[src/rtl/pattern_scan_pkg.sv]
// Shared definitions for the pattern scan controller: FSM state encoding,
// default sizing and the pattern-length clamp helper.
// The optional PATTERN_SCAN_MASK_EN build adds a per-bit don't-care mask.
package pattern_scan_pkg;

    typedef enum logic [1:0] {
        ST_IDLE = 2'd0,
        ST_SCAN = 2'd1,
        ST_DONE = 2'd2
    } state_t;

    localparam int DEF_MAX_LEN = 8;
    localparam int DEF_LEN_W   = 4;
    localparam int DEF_CNT_W   = 8;
    localparam int DEF_TMO_W   = 16;

    // Lengths beyond the history depth behave as the full depth.
    function automatic int unsigned clamp_len(input int unsigned len, input int unsigned max_len);
        return (len > max_len) ? max_len : len;
    endfunction

endpackage

[src/rtl/pattern_scan_ctrl_if.sv]
// Bus between the configuring side (master) and the pattern scan
// controller (slave): session control, configuration, serial data and status.
// With PATTERN_SCAN_MASK_EN the bus also carries cfg_mask.
interface pattern_scan_ctrl_if #(
    parameter int MAX_LEN = 8,
    parameter int LEN_W   = 4,
    parameter int CNT_W   = 8,
    parameter int TMO_W   = 16
);
    logic               start;
    logic               abort;
    logic [MAX_LEN-1:0] cfg_pattern;
    logic [LEN_W-1:0]   cfg_len;
    logic               cfg_overlap;
    logic [CNT_W-1:0]   cfg_target;
    logic [TMO_W-1:0]   cfg_timeout;
`ifdef PATTERN_SCAN_MASK_EN
    logic [MAX_LEN-1:0] cfg_mask;
`endif
    logic               datain;
    logic               din_valid;
    logic               match_pulse;
    logic [CNT_W-1:0]   match_count;
    logic               busy;
    logic               done;
    logic               timed_out;
    logic [1:0]         state;

    modport master (
        output start, abort, cfg_pattern, cfg_len, cfg_overlap, cfg_target, cfg_timeout,
`ifdef PATTERN_SCAN_MASK_EN
        output cfg_mask,
`endif
        output datain, din_valid,
        input  match_pulse, match_count, busy, done, timed_out, state
    );

    modport slave (
        input  start, abort, cfg_pattern, cfg_len, cfg_overlap, cfg_target, cfg_timeout,
`ifdef PATTERN_SCAN_MASK_EN
        input  cfg_mask,
`endif
        input  datain, din_valid,
        output match_pulse, match_count, busy, done, timed_out, state
    );

endinterface

[src/rtl/pattern_shift_matcher.sv]
// Serial history register, fill counter and pattern compare.
// match is combinational and reflects the history as it will look after the
// bit currently being shifted in, so the controller can register it on the
// same edge that samples the completing bit.
// With PATTERN_SCAN_MASK_EN, mask bits of 0 are excluded from the compare.
module pattern_shift_matcher
    import pattern_scan_pkg::*;
#(
    parameter int MAX_LEN = DEF_MAX_LEN,
    parameter int LEN_W   = DEF_LEN_W
) (
    input  logic               clk,
    input  logic               rst_n,
    input  logic               hist_clr,
    input  logic               shift_en,
    input  logic               fill_clr,
    input  logic               din,
    input  logic [LEN_W-1:0]   len,
    input  logic [MAX_LEN-1:0] pattern,
`ifdef PATTERN_SCAN_MASK_EN
    input  logic [MAX_LEN-1:0] mask,
`endif
    output logic               match
);

    logic [MAX_LEN-1:0] hist;
    logic [MAX_LEN-1:0] hist_nxt;
    logic [MAX_LEN-1:0] len_mask;
    logic [MAX_LEN-1:0] care;
    logic [LEN_W-1:0]   fill;
    logic [LEN_W-1:0]   fill_inc;

    // Look-ahead view of history and fill including the incoming bit.
    always_comb begin
        hist_nxt = {hist[MAX_LEN-2:0], din};
        fill_inc = (fill >= LEN_W'(MAX_LEN)) ? LEN_W'(MAX_LEN) : fill + LEN_W'(1);
    end

    // Select the low len bits as the compared window.
    always_comb begin
        len_mask = '0;
        for (int i = 0; i < MAX_LEN; i++) begin
            len_mask[i] = (LEN_W'(i) < len);
        end
`ifdef PATTERN_SCAN_MASK_EN
        care = len_mask & mask;
`else
        care = len_mask;
`endif
    end

    assign match = shift_en && (len != '0) && (fill_inc >= len) &&
                   (((hist_nxt ^ pattern) & care) == '0);

    // History shifts in at the LSB; fill restarts on session start or a
    // non-overlapping match.
    always_ff @(posedge clk or negedge rst_n) begin
        if (!rst_n) begin
            hist <= '0;
            fill <= '0;
        end else if (hist_clr) begin
            hist <= '0;
            fill <= '0;
        end else if (shift_en) begin
            hist <= hist_nxt;
            fill <= fill_clr ? '0 : fill_inc;
        end
    end

endmodule

[src/rtl/pattern_scan_ctrl.sv]
// Pattern scan session controller: captures configuration on start, runs the
// serial matcher in SCAN, counts matches and ends the session on target
// count, idle timeout or abort. State encoding: IDLE=0, SCAN=1, DONE=2.
// Optional macro PATTERN_SCAN_MASK_EN enables a captured don't-care mask.
module pattern_scan_ctrl
    import pattern_scan_pkg::*;
#(
    parameter int MAX_LEN = DEF_MAX_LEN,
    parameter int LEN_W   = DEF_LEN_W,
    parameter int CNT_W   = DEF_CNT_W,
    parameter int TMO_W   = DEF_TMO_W
) (
    input logic                clk,
    input logic                rst_n,
    pattern_scan_ctrl_if.slave bus
);

    state_t             state_q;
    state_t             state_nxt;

    logic [MAX_LEN-1:0] pattern_q;
    logic [LEN_W-1:0]   len_q;
    logic               overlap_q;
    logic [CNT_W-1:0]   target_q;
    logic [TMO_W-1:0]   timeout_q;
`ifdef PATTERN_SCAN_MASK_EN
    logic [MAX_LEN-1:0] mask_q;
`endif

    logic [CNT_W-1:0]   count_q;
    logic [CNT_W-1:0]   count_inc;
    logic               timed_out_q;
    logic               match_pulse_q;
    logic [TMO_W-1:0]   tmo_q;
    logic [TMO_W-1:0]   tmo_inc;

    logic               accept;
    logic               scan_live;
    logic               match;
    logic               target_hit;
    logic               timeout_hit;

    // Abort outranks everything, including a start in IDLE and a match in SCAN.
    assign accept    = (state_q == ST_IDLE) && bus.start && !bus.abort;
    assign scan_live = (state_q == ST_SCAN) && !bus.abort;

    assign count_inc   = (count_q == '1) ? count_q : count_q + CNT_W'(1);
    assign tmo_inc     = tmo_q + TMO_W'(1);
    assign target_hit  = match && (target_q != '0) && (count_inc == target_q);
    assign timeout_hit = scan_live && (timeout_q != '0) && (tmo_inc == timeout_q);

    pattern_shift_matcher #(
        .MAX_LEN (MAX_LEN),
        .LEN_W   (LEN_W)
    ) u_matcher (
        .clk      (clk),
        .rst_n    (rst_n),
        .hist_clr (accept),
        .shift_en (scan_live && bus.din_valid),
        .fill_clr (match && !overlap_q),
        .din      (bus.datain),
        .len      (len_q),
        .pattern  (pattern_q),
`ifdef PATTERN_SCAN_MASK_EN
        .mask     (mask_q),
`endif
        .match    (match)
    );

    // State register.
    always_ff @(posedge clk or negedge rst_n) begin
        if (!rst_n) state_q <= ST_IDLE;
        else        state_q <= state_nxt;
    end

    // Next-state selection.
    always_comb begin
        state_nxt = state_q;
        unique case (state_q)
            ST_IDLE: if (accept) state_nxt = ST_SCAN;
            ST_SCAN: if (target_hit || timeout_hit) state_nxt = ST_DONE;
            ST_DONE: state_nxt = ST_IDLE;
            default: state_nxt = ST_IDLE;
        endcase
        if (bus.abort) state_nxt = ST_IDLE;
    end

    // State-decoded outputs.
    always_comb begin
        bus.busy  = (state_q == ST_SCAN);
        bus.done  = (state_q == ST_DONE);
        bus.state = state_q;
    end

    // Configuration snapshot taken only when a session is accepted.
    always_ff @(posedge clk or negedge rst_n) begin
        if (!rst_n) begin
            pattern_q <= '0;
            len_q     <= '0;
            overlap_q <= 1'b0;
            target_q  <= '0;
            timeout_q <= '0;
`ifdef PATTERN_SCAN_MASK_EN
            mask_q    <= '0;
`endif
        end else if (accept) begin
            pattern_q <= bus.cfg_pattern;
            len_q     <= LEN_W'(clamp_len(32'(bus.cfg_len), MAX_LEN));
            overlap_q <= bus.cfg_overlap;
            target_q  <= bus.cfg_target;
            timeout_q <= bus.cfg_timeout;
`ifdef PATTERN_SCAN_MASK_EN
            mask_q    <= bus.cfg_mask;
`endif
        end
    end

    // Match counting, match pulse, idle-timeout counter and exit cause.
    always_ff @(posedge clk or negedge rst_n) begin
        if (!rst_n) begin
            count_q       <= '0;
            timed_out_q   <= 1'b0;
            match_pulse_q <= 1'b0;
            tmo_q         <= '0;
        end else begin
            match_pulse_q <= match;
            if (accept) begin
                count_q     <= '0;
                timed_out_q <= 1'b0;
                tmo_q       <= '0;
            end else if (scan_live) begin
                if (match) count_q <= count_inc;
                tmo_q <= match ? '0 : tmo_inc;
                // A reached target takes precedence over a coincident timeout.
                if (target_hit || timeout_hit) timed_out_q <= !target_hit;
            end
        end
    end

    assign bus.match_pulse = match_pulse_q;
    assign bus.match_count = count_q;
    assign bus.timed_out   = timed_out_q;

endmodule

[src/flat_wrapper.sv]
// flat-port wrapper written by rule: the top's interface ports become plain ports
module pattern_scan_ctrl_flat import pattern_scan_pkg::*;
#(
    parameter int MAX_LEN = DEF_MAX_LEN,
    parameter int LEN_W   = DEF_LEN_W,
    parameter int CNT_W   = DEF_CNT_W,
    parameter int TMO_W   = DEF_TMO_W
)
  (clk, rst_n, bus_start, bus_abort, bus_cfg_pattern, bus_cfg_len, bus_cfg_overlap, bus_cfg_target, bus_cfg_timeout, bus_datain, bus_din_valid, bus_match_pulse, bus_match_count, bus_busy, bus_done, bus_timed_out, bus_state);
  pattern_scan_ctrl_if #(.MAX_LEN(MAX_LEN), .LEN_W(LEN_W), .CNT_W(CNT_W), .TMO_W(TMO_W)) bus_i ();
  input logic clk;
  input logic rst_n;
  input wire logic [$bits(bus_i.start)-1:0] bus_start;
  input wire logic [$bits(bus_i.abort)-1:0] bus_abort;
  input wire logic [$bits(bus_i.cfg_pattern)-1:0] bus_cfg_pattern;
  input wire logic [$bits(bus_i.cfg_len)-1:0] bus_cfg_len;
  input wire logic [$bits(bus_i.cfg_overlap)-1:0] bus_cfg_overlap;
  input wire logic [$bits(bus_i.cfg_target)-1:0] bus_cfg_target;
  input wire logic [$bits(bus_i.cfg_timeout)-1:0] bus_cfg_timeout;
  input wire logic [$bits(bus_i.datain)-1:0] bus_datain;
  input wire logic [$bits(bus_i.din_valid)-1:0] bus_din_valid;
  output wire logic [$bits(bus_i.match_pulse)-1:0] bus_match_pulse;
  output wire logic [$bits(bus_i.match_count)-1:0] bus_match_count;
  output wire logic [$bits(bus_i.busy)-1:0] bus_busy;
  output wire logic [$bits(bus_i.done)-1:0] bus_done;
  output wire logic [$bits(bus_i.timed_out)-1:0] bus_timed_out;
  output wire logic [$bits(bus_i.state)-1:0] bus_state;
  assign bus_i.start = bus_start;
  assign bus_i.abort = bus_abort;
  assign bus_i.cfg_pattern = bus_cfg_pattern;
  assign bus_i.cfg_len = bus_cfg_len;
  assign bus_i.cfg_overlap = bus_cfg_overlap;
  assign bus_i.cfg_target = bus_cfg_target;
  assign bus_i.cfg_timeout = bus_cfg_timeout;
  assign bus_i.datain = bus_datain;
  assign bus_i.din_valid = bus_din_valid;
  assign bus_match_pulse = bus_i.match_pulse;
  assign bus_match_count = bus_i.match_count;
  assign bus_busy = bus_i.busy;
  assign bus_done = bus_i.done;
  assign bus_timed_out = bus_i.timed_out;
  assign bus_state = bus_i.state;
  pattern_scan_ctrl #(.MAX_LEN(MAX_LEN), .LEN_W(LEN_W), .CNT_W(CNT_W), .TMO_W(TMO_W)) u_core (.clk(clk), .rst_n(rst_n), .bus(bus_i));
endmodule
[config.mk]
export PLATFORM = sky130hd
export DESIGN_NAME = pattern_scan_ctrl_flat
export DESIGN_NICKNAME = d
export VERILOG_FILES = /design/src/rtl/pattern_scan_pkg.sv /design/src/rtl/pattern_scan_ctrl_if.sv /design/src/rtl/pattern_shift_matcher.sv /design/src/rtl/pattern_scan_ctrl.sv /design/src/flat_wrapper.sv
export SDC_FILE = /design/constraint.sdc
export NUM_CORES = 1
export LEC_CHECK = 0
export BUFFER_PORTS_ARGS = -buffer_cell sky130_fd_sc_hd__buf_4
export CORE_ASPECT_RATIO = 0.8
export CORE_MARGIN = 2
export CORE_UTILIZATION = 55
export DETAILED_ROUTE_END_ITERATION = 7
export PLACE_DENSITY = 0.84
export SLEW_MARGIN = 20
export SYNTH_ARGS = -nofsm -noshare
export SYNTH_HDL_FRONTEND = slang
export SYNTH_SLANG_ARGS = --single-unit
[constraint.sdc]
create_clock -name clk -period 7.1 [get_ports clk]
set_clock_uncertainty 0.15 [all_clocks]
set_input_delay 0.71 -clock clk [delete_from_list [all_inputs] [get_ports clk]]
set_output_delay 0.71 -clock clk [all_outputs]
set_load 0.005 [all_outputs]
[Word level (Yosys, flattened, before mapping)]
Cells that the tools add are included.
W data, S select, Z words.
Word-level totals
  bits in registers: 76
  input port bits: 43
  output and inout bits: 14
  logic and storage cells: 84
Cells by class
  add/subtract/negate cells: 3
  $lt $le $gt $ge: 11
  equality and inequality tests: 7
  multiplexer cells: 21
  bitwise operators: 2
  reduce and logical (&&, ||, !) cells: 28
Operators with widths (number)
  $mux W16: 3
  $mux W8: 4
  $mux W4: 5
  $add A16 B1 Y16 const B: 1
  $eq A16 B16 Y1: 1
  $lt A3 B4 Y1 const A: 4
  $reduce_bool A16 Y1: 1
  $mux W7: 2
  $logic_and A1 B1 Y1: 12
  $add A8 B1 Y8 const B: 1
  $and A8 B8 Y8: 1
  $eq A8 B8 Y1: 1
  $eq A8 B8 Y1 const B: 1
  $logic_not A8 Y1: 1
  $lt A1 B4 Y1 const A: 2
  $lt A2 B4 Y1 const A: 2
  $reduce_bool A2 Y1: 4
  $reduce_bool A8 Y1: 1
  $xor A8 B8 Y8: 1
  $mux W2: 3
  $ne A3 B2 Y1 const B: 2
  $reduce_and A2 Y1: 3
  $add A4 B1 Y4 const B: 1
  $ge A4 B4 Y1: 1
  other kinds (10): 14

[Longest topological paths before layout]
Gate-level depths: netlist of the first run.
  word-level depth: 12
  mapped depth: 11
  depth with buffers taken out: 10

[Hierarchy]
Synthesis of the first run repeated with hierarchy kept, for this count alone.
Unflattened totals
  cells, all modules: 499
  area, all modules: 4295.4 sq um
By module, submodules not included
  pattern_scan_ctrl: times used 1, cells each 420, area an instance 3530.9 sq um, seq. area each 1626.6 sq um
  pattern_shift_matcher: times used 1, cells each 79, area an instance 764.5 sq um, seq. area each 275.3 sq um

[Least setup slack after synthesis of the first run]
No wires, ideal clock.
  kind: in2reg
  from: in bus_din_valid
  to: reg u_core.tmo_q[12]
  setup time: 125 ps
  arrival time: 2323 ps
  data required time: 6825 ps
  slack: 4502 ps
  cell stages on the path: 9
  buffers on the path: 2
  path through: nor4bb_1 buf_2 o2111a_1 o211ai_1 a211oi_4 buf_6 nor3_1 o21a_1 o21bai_1
On the way
  longest elaborated chain between the ends: 7
RTL lines
  start, declared: RTL line flat_wrapper.sv:21  | input wire logic [$bits(bus_i.din_valid)-1:0] bus_din_valid;
  $logic_and A1 B1 Y1: RTL line pattern_scan_ctrl.sv:59  | .shift_en (scan_live && bus.din_valid),
  $logic_and A1 B1 Y1 (3 in a row): RTL line pattern_shift_matcher.sv:52  | assign match = shift_en && (len != '0) && (fill_inc >= len) &&
  $mux W16: RTL line pattern_scan_ctrl.sv:133  | tmo_q <= match ? '0 : tmo_inc;
  $mux W16: RTL line pattern_scan_ctrl.sv:131  | end else if (scan_live) begin
  $mux W16: RTL line pattern_scan_ctrl.sv:127  | if (accept) begin
  end signal, assigned: RTL line pattern_scan_ctrl.sv:133
  end, declared: RTL line pattern_scan_ctrl.sv:34  | logic [TMO_W-1:0] tmo_q;
No other way between the ends. The select of a mux whose other input is x is not followed.
A chain may end at the register's enable or synchronous reset.

[Worst setup path in the final report of the first run]
  from: reg u_core.u_matcher.fill[0]
  to: reg u_core.tmo_q[8]
On the way
  longest elaborated chain between the ends: 8
  elaborated cells on any way between the ends: 9
  classes of those cells: 1 x add/sub; 2 x order compare; 4 x mux; 2 x reduce/logical
RTL lines
  start, declared: RTL line pattern_shift_matcher.sv:30  | logic [LEN_W-1:0] fill;
  start signal, assigned: RTL line pattern_shift_matcher.sv:66  | fill <= fill_clr ? '0 : fill_inc;
  $add A4 B1 Y4 or $ge A4 B4 Y1 (tied branches): RTL line pattern_shift_matcher.sv:36  | fill_inc = (fill >= LEN_W'(MAX_LEN)) ? LEN_W'(MAX_LEN) : fill + LEN_W'(1);
  $mux W4 (*): RTL line pattern_shift_matcher.sv:36
  $ge A4 B4 Y1 (*): RTL line pattern_shift_matcher.sv:52
  $logic_and A1 B1 Y1 (*) (2 in a row): RTL line pattern_shift_matcher.sv:52
  $mux W16 (*): RTL line pattern_scan_ctrl.sv:133
  $mux W16 (*): RTL line pattern_scan_ctrl.sv:131
  $mux W16 (*): RTL line pattern_scan_ctrl.sv:127
Mark *: on every way between the ends. The rest lies on a longest branch, timed or not. The select of a mux whose other input is x is not followed.

==> reports/summary.txt, run 1 <==
synth-to-layout area growth = 15.7%
Crit Path Category = reg2reg
Row Count = 28
TritonRoute pass-1 iters = 5
die area = 8650 um^2
Ports = 57
DP HPWL = 7510 um
worst-path fanout max = 18
WL/cell = 15.9 um
worst hold margin = 0.336 ns
count leader, synth = nand2_1
Final setup viols = 0
Area contributors post-synth = dfrtp_1, nand2_1, xnor2_1, xor2_1, o21ai_0
Hold Buf Count CTS = 0
Max-slew headroom = 0.373
TritonCTS Sinks = 76
worst skew pair latency = 0.35 ns
asr flop ratio synth = 1.00
pwr/cell area = 225 nW/um^2
Hold WC Path Type = in2async
achievable frequency = 0.304 GHz
gate count after technology mapping = 497
max-slew violations = 0
EDFF count, synth = 0
Die H = 83.6 um
top-area cell type share of the netlist area = 0.437
Tcrit/Tclk final = 0.463
register area share after synthesis = 0.437
DR vias = 3777
1st-iter DRT viols = 295
RSZ-0062 raised after global routing = no
CTS root buffer = clkbuf_8
GPL Wtd Cong = 0.923
CP arrival = 3.41 ns
Synth Net Count = 548
Reg clk slew, reported paths = 0.08 ns
Die Span X = 103 um
CTS HTree Levels = 3
status = finished, final reports clean
cell area after synthesis = 4350 um^2
Detail Route Antenna Nets = 0
vias in the first global route = 3560
port bufs = 56
worst path required time = 7.22 ns
CTS tree = done
initial antenna violation count = 0
DRC = 0
first-pass GRT wire length = 17200 um
placed insts = 639
Cell variety after synth = 57
slew at the pin with the worst max-slew slack = 0.941 ns
Initial Utilization = 0.578
Tot Pwr = 1130 uW
leakage = 0.00231 uW
worst vdd ir = 0.000163 V
vias per cell = 5.77
Commonest cells post-synth = nand2_1, dfrtp_1, nor2_1
maxcap violations = 0
largest net degree at the start of global routing = 77
CTS resizes = 0
post-route setup TNS = 0 ns
final WL = 10400 um
clock buffer depth = 2
TritonCTS buffer count = 9
main flop type after synthesis = dfrtp_1
startpoint class of the critical path = flop
Avg Cell Area, Syn = 8.76 um^2
synth warn = 0
post-CTS setup repair buffer count = 0
share of layout cells above drive strength 1 = 0.160
final net count = 596
grt ovf = 0
n_diodes = 0
GRT Overall Usage = 0.254
fin cells = 655
clock period minus worst slack = 3.29 ns
register bit total from synthesis = 76
Fin. Hold Viols = 0
Synth area leader = dfrtp_1
core area = 7530 um^2
CP Capture Type = flop
## sequential cells by signal, indices dropped and copies added, names as in the netlist, 2 cells and up
name and count:
u_core.u_matcher.fill 4, u_core.pattern_q 8, u_core.target_q 8, u_core.tmo_q 16
u_core.u_matcher.hist 7, u_core.timeout_q 16, u_core.len_q 4, u_core.bus.state 2
u_core.bus.match_count 8
## through the flow
stage | instance area [um^2] | worst slack [ns] | utilization
floorplan | 4350 | 4.50 | -
global placement | 4840 | 3.78 | 0.643
detailed placement | 4840 | 3.66 | 0.643
CTS | 5030 | 3.88 | 0.668
global route | 5030 | 3.66 | 0.668
finish | 5030 | 3.81 | 0.668
## kinds of logic (layout without fill, tap and decap cells)
kind of cell	after synthesis	after routing	share of synthesized area
AND/OR/NAND/NOR	240	240	0.262
AO/OA/AOI/OAI	89	89	0.142
flip-flops	76	76	0.437
XOR/XNOR	43	43	0.0865
buffers and inverters	34	87	0.0333
adder cells (fa/ha/maj)	8	8	0.0230
multiplexers	7	7	0.0161
## power by group
part	total [uW]	internal (uW)	leakage, uW	switching [uW]
Sequential	553	485	0.00100	68.0
Clock	331	173	0.0000938	158
Combinational	248	114	0.00121	135
## per-layer routing
metal,share of wire,global-route usage,vias up
li1,-,-,1824
met1,0.46,0.379,1784
met2,0.45,0.376,162
met3,0.081,0.0628,7
met4,0.0065,0.0478,0
met5,0,0,-
## worst max-delay path: stages (launching register included)
cell      delay (ns)
dfrtp_1         0.43
inv_1           0.07
ha_1            0.27
nor2b_1         0.20
ha_1            0.26
a211o_1         0.26
a21oi_1         0.36
a211oi_4        0.18
nor2_2          0.60
o21ai_0         0.22
a31oi_1         0.21
## placed cells by master, fill, tap and decap left out, types with 9 or more instances in the layout
cell	count
a21oi_1	20
a31oi_1	11
buf_4	59
clkbuf_8	10
dfrtp_1	76
inv_1	12
nand2_1	132
nor2_1	26
nor3_1	9
nor4_1	14
o21ai_0	22
xnor2_1	25
xor2_1	18
## final cells by class
| cell class | count | area (um^2) |
|---|---|---|
| multi-input cells | 387 | 2320 |
| inverters | 12 | 45.0 |
| flip-flops and latches | 76 | 1900 |
| repair buffers | 59 | 443 |
| well taps | 105 | 131 |
| clock buffers | 13 | 149 |
| clock inverters | 3 | 46.3 |
| fillers | 648 | 2500 |
## worst paths after layout
kind | from | endpoint | slack, ns | depth (start not counted)
worst max-delay path | u_core.u_matcher.fill[0]$_DFFE_PN0P_ | u_core.tmo_q[8]$_DFFE_PN0P_ | 3.81 | 10
worst min-delay path | rst_n | u_core.bus.match_count[1]$_DFFE_PN0P_ | 0.34 | 1
worst max register to register | u_core.u_matcher.fill[0]$_DFFE_PN0P_ | u_core.tmo_q[8]$_DFFE_PN0P_ | 3.81 | 10
worst min register to register | u_core.tmo_q[15]$_DFFE_PN0P_ | u_core.tmo_q[15]$_DFFE_PN0P_ | 0.34 | 1
max in group asynchronous | rst_n | u_core.len_q[0]$_DFFE_PN0P_ | 5.85 | 1
min in group clk | u_core.tmo_q[15]$_DFFE_PN0P_ | u_core.tmo_q[15]$_DFFE_PN0P_ | 0.34 | 1
Note: power is estimated with default switching activity, not from simulation.
==> run 2, diff against run 1 <==
--- a/config.mk
+++ b/config.mk
@@ -8,9 +8,9 @@
 export BUFFER_PORTS_ARGS = -buffer_cell sky130_fd_sc_hd__buf_4
 export CORE_ASPECT_RATIO = 0.8
 export CORE_MARGIN = 2
-export CORE_UTILIZATION = 55
+export CORE_UTILIZATION = 52
 export DETAILED_ROUTE_END_ITERATION = 7
-export PLACE_DENSITY = 0.84
+export PLACE_DENSITY = 0.83
 export SLEW_MARGIN = 20
 export SYNTH_ARGS = -nofsm -noshare
 export SYNTH_HDL_FRONTEND = slang
==> constraint.sdc (replaced) <==
create_clock -name clk -period 2.95 [get_ports clk]
set_clock_uncertainty 0.15 [all_clocks]
set_input_delay 0.295 -clock clk [delete_from_list [all_inputs] [get_ports clk]]
set_output_delay 0.295 -clock clk [all_outputs]
set_load 0.005 [all_outputs]
==> reports/summary.txt, run 2 (synthesis results as in run 1) <==
part of the power in registers = 0.471 (-0.017)
clock power share = 0.292 (about the same)
commonest non-fill, non-tap cells in the layout = nand2_1, buf_4, dfrtp_1
biggest regs = u_core.timeout_q: 16 flops, u_core.tmo_q: 16 flops
clock period minus worst slack = 2.80 ns (-0.485 ns)
top sig layer = met4
final net count = 648 (+8.7%)
Final Worst Setup Slack = 0.149 ns (-3.66 ns)
wl on met1 = 5030 um (+4.0%)
largest net degree at the start of global routing = 77 (unchanged)
post-CTS setup repair buffer count = 0 (unchanged)
vias per cell = 5.65 (-2.0%)
Max-slew headroom = 0.379 (+0.00581)
achievable frequency = 0.357 GHz (+17%)
Initial Utilization = 0.543 (-0.0351)
DRC = 0 (unchanged)
GRT Overall Usage = 0.263 (+0.00930)
CTS root buffer = clkbuf_8
commonest non-fill, non-tap cell in the layout = nand2_1
CP Capture Type = flop
Reg-to-Reg End = u_core.bus.match_count[1]$_DFFE_PN0P_
switch share = 0.323 (+0.00410)
Fin. Hold Viols = 0 (unchanged)
worst-path fanout max = 9 (-9)
post-route setup TNS = 0 ns (unchanged)
TritonCTS Sinks = 76 (unchanged)
sequential standard cell area = 1900 um^2 (unchanged)
DP HPWL = 7580 um (+0.98%)
first-pass GRT wire length = 18800 um (+9.5%)
core area = 8020 um^2 (+6.5%)
Placement Setup Slack = 0.103 ns (-3.56 ns)
status = finished, final reports clean
die area = 9120 um^2 (+5.5%)
slew at the pin with the worst max-slew slack = 0.932 ns (-0.00871 ns)
leakage = 0.00255 uW (+10%)
initial antenna violation count = 0 (unchanged)
1st-iter DRT viols = 294 (-0.34%)
Row Count = 29 (+3.6%)
Detail Route Antenna Nets = 0 (unchanged)
max-slew violations = 0 (unchanged)
RSZ-0062 raised after global routing = no
vias in the first global route = 3959 (+11%)
crit path launch = u_core.len_q[3]$_DFFE_PN0P_
Die H = 85.8 um (+2.7%)
Die Span X = 106 um (+2.7%)
Met2 Routed Length = 5100 um (+9.3%)
CTS HTree Levels = 3 (unchanged)
GPL Wtd Cong = 0.966 (+4.7%)
Reg clk slew, reported paths = 0.08 ns (about the same)
CP arrival = 2.89 ns (-0.52 ns)
share of layout cells above drive strength 1 = 0.181 (+0.0211)
clock buffer depth = 2 (unchanged)
multi-input logic area = 2320 um^2 (+0.16%)
Switch Pwr = 902 uW (+150%)
r2r setup slk = 0.15 ns (-3.66 ns)
fillcell total = 608 (-6.2%)
Tcrit/Tclk final = 0.949 (+0.487)
worst r2r src = u_core.len_q[3]$_DFFE_PN0P_
synth-to-layout area growth = 27.0%
TritonCTS buffer count = 9 (unchanged)
CTS tree = done
met3 wire len = 840 um (-0.94%)
final WL = 11200 um (+7.3%)
n_diodes = 0 (unchanged)
grt ovf = 0 (unchanged)
pwr/cell area = 506 nW/um^2 (+130%)
P_int = 1890 uW (+150%)
Combinational Power Share = 0.237 (+0.018)
Crit Path Category = reg2reg
worst skew pair latency = 0.37 ns (+0.02 ns)
maxcap violations = 0 (unchanged)
Setup crit end = u_core.bus.match_count[1]$_DFFE_PN0P_
startpoint class of the critical path = flop
worst vdd ir = 0.000403 V (+150%)
TritonRoute pass-1 iters = 5 (unchanged)
R2R cell count = 7 (-3)
WL/cell = 15.8 um (-1.0%)
Ports = 57 (unchanged)
DR vias = 4013 (+6.2%)
worst path required time = 3.04 ns (-4.18 ns)
port bufs = 56 (unchanged)
Hold WC Path Type = in2reg
Final setup viols = 0 (unchanged)
## run 2: changes by cell type in the layout (fill, tap and decap cells not counted)
cell / change
a21oi_2: +1
clkinv_2: +2
clkinvlp_4: +1
buf_4: +17
clkbuf_1: -3
a21oi_1: -1
dlygate4sd3_1: +35
## run 2: how the worst min path moves through the flow
| stage | startpoint | end | slack, ns | cells past startpoint |
|---|---|---|---|---|
| final | bus_cfg_len[3] | u_core.len_q[3]$_DFFE_PN0P_ | 0.01 | 3 |
| after global routing | bus_cfg_len[3] | u_core.len_q[3]$_DFFE_PN0P_ | 0.006 | 3 |
| after CTS | bus_cfg_len[3] | u_core.len_q[3]$_DFFE_PN0P_ | 0.003 | 3 |
| after detailed placement | bus_cfg_timeout[15] | u_core.timeout_q[15]$_DFFE_PN0P_ | 0.34 | 3 |
| after global placement | u_core.tmo_q[15]$_DFFE_PN0P_ | u_core.tmo_q[15]$_DFFE_PN0P_ | 0.33 | 1 |
| after floorplan | rst_n | u_core.bus.match_count[0]$_DFFE_PN0P_ | -0.15 | 0 |
## run 2: final cells by class
cell class              instances  share of cell area
clock inverters                 6              0.0115
repair buffers                111               0.167
multi-input cells             387               0.420
well taps                     108              0.0245
clock buffers                  10              0.0249
flip-flops and latches         76               0.344
inverters                      12             0.00815
## run 2: stage by stage
stage | util | hold WS [ns] | std cells | power [uW] | instance area [um^2]
floorplan | - | -0.151 | 497 | 1730 | 4350
global placement | 0.620 | 0.331 | 659 | 1910 | 4970
detailed placement | 0.620 | 0.337 | 659 | 1940 | 4970
CTS | 0.689 | 0.00270 | 710 | 2790 | 5520
global route | 0.689 | 0.00640 | 710 | 2960 | 5530
finish | 0.689 | 0.0108 | 710 | 2800 | 5530
## run 2: critical path: stages, from the launching register on
cell       delay (ns)
dfrtp_1          0.44
or4b_4           0.57
a2111oi_4        0.31
o21ai_2          0.13
a211oi_4         0.47
and2_1           0.33
mux2i_1          0.21
nor2_1           0.06
## run 2: metal layers
| metal | vias to the layer above | global-route usage |
|---|---|---|
| met2 | 175 | 0.417 |
| met3 | 24 | 0.0707 |
| met1 | 1880 | 0.356 |
| met5 | - | 0 |
| li1 | 1934 | - |
| met4 | 0 | 0.0813 |
## run 2: power groups by stage
stage	Sequential [uW]	Clock (uW)	Combinational, uW
CTS	1310	826	656
detailed placement	1330	0	613
global route	1330	887	738
finish	1320	817	662
global placement	1320	0	587
floorplan	1290	0	440
## run 2: what timing repair did
| action | in CTS | in global routing |
|---|---|---|
| gates resized for setup | 0 | 1 |
| endpoints found under the hold margin | 110 | 0 |
| hold buffers | 35 | 0 |
| endpoints found under the setup margin | 0 | 8 |
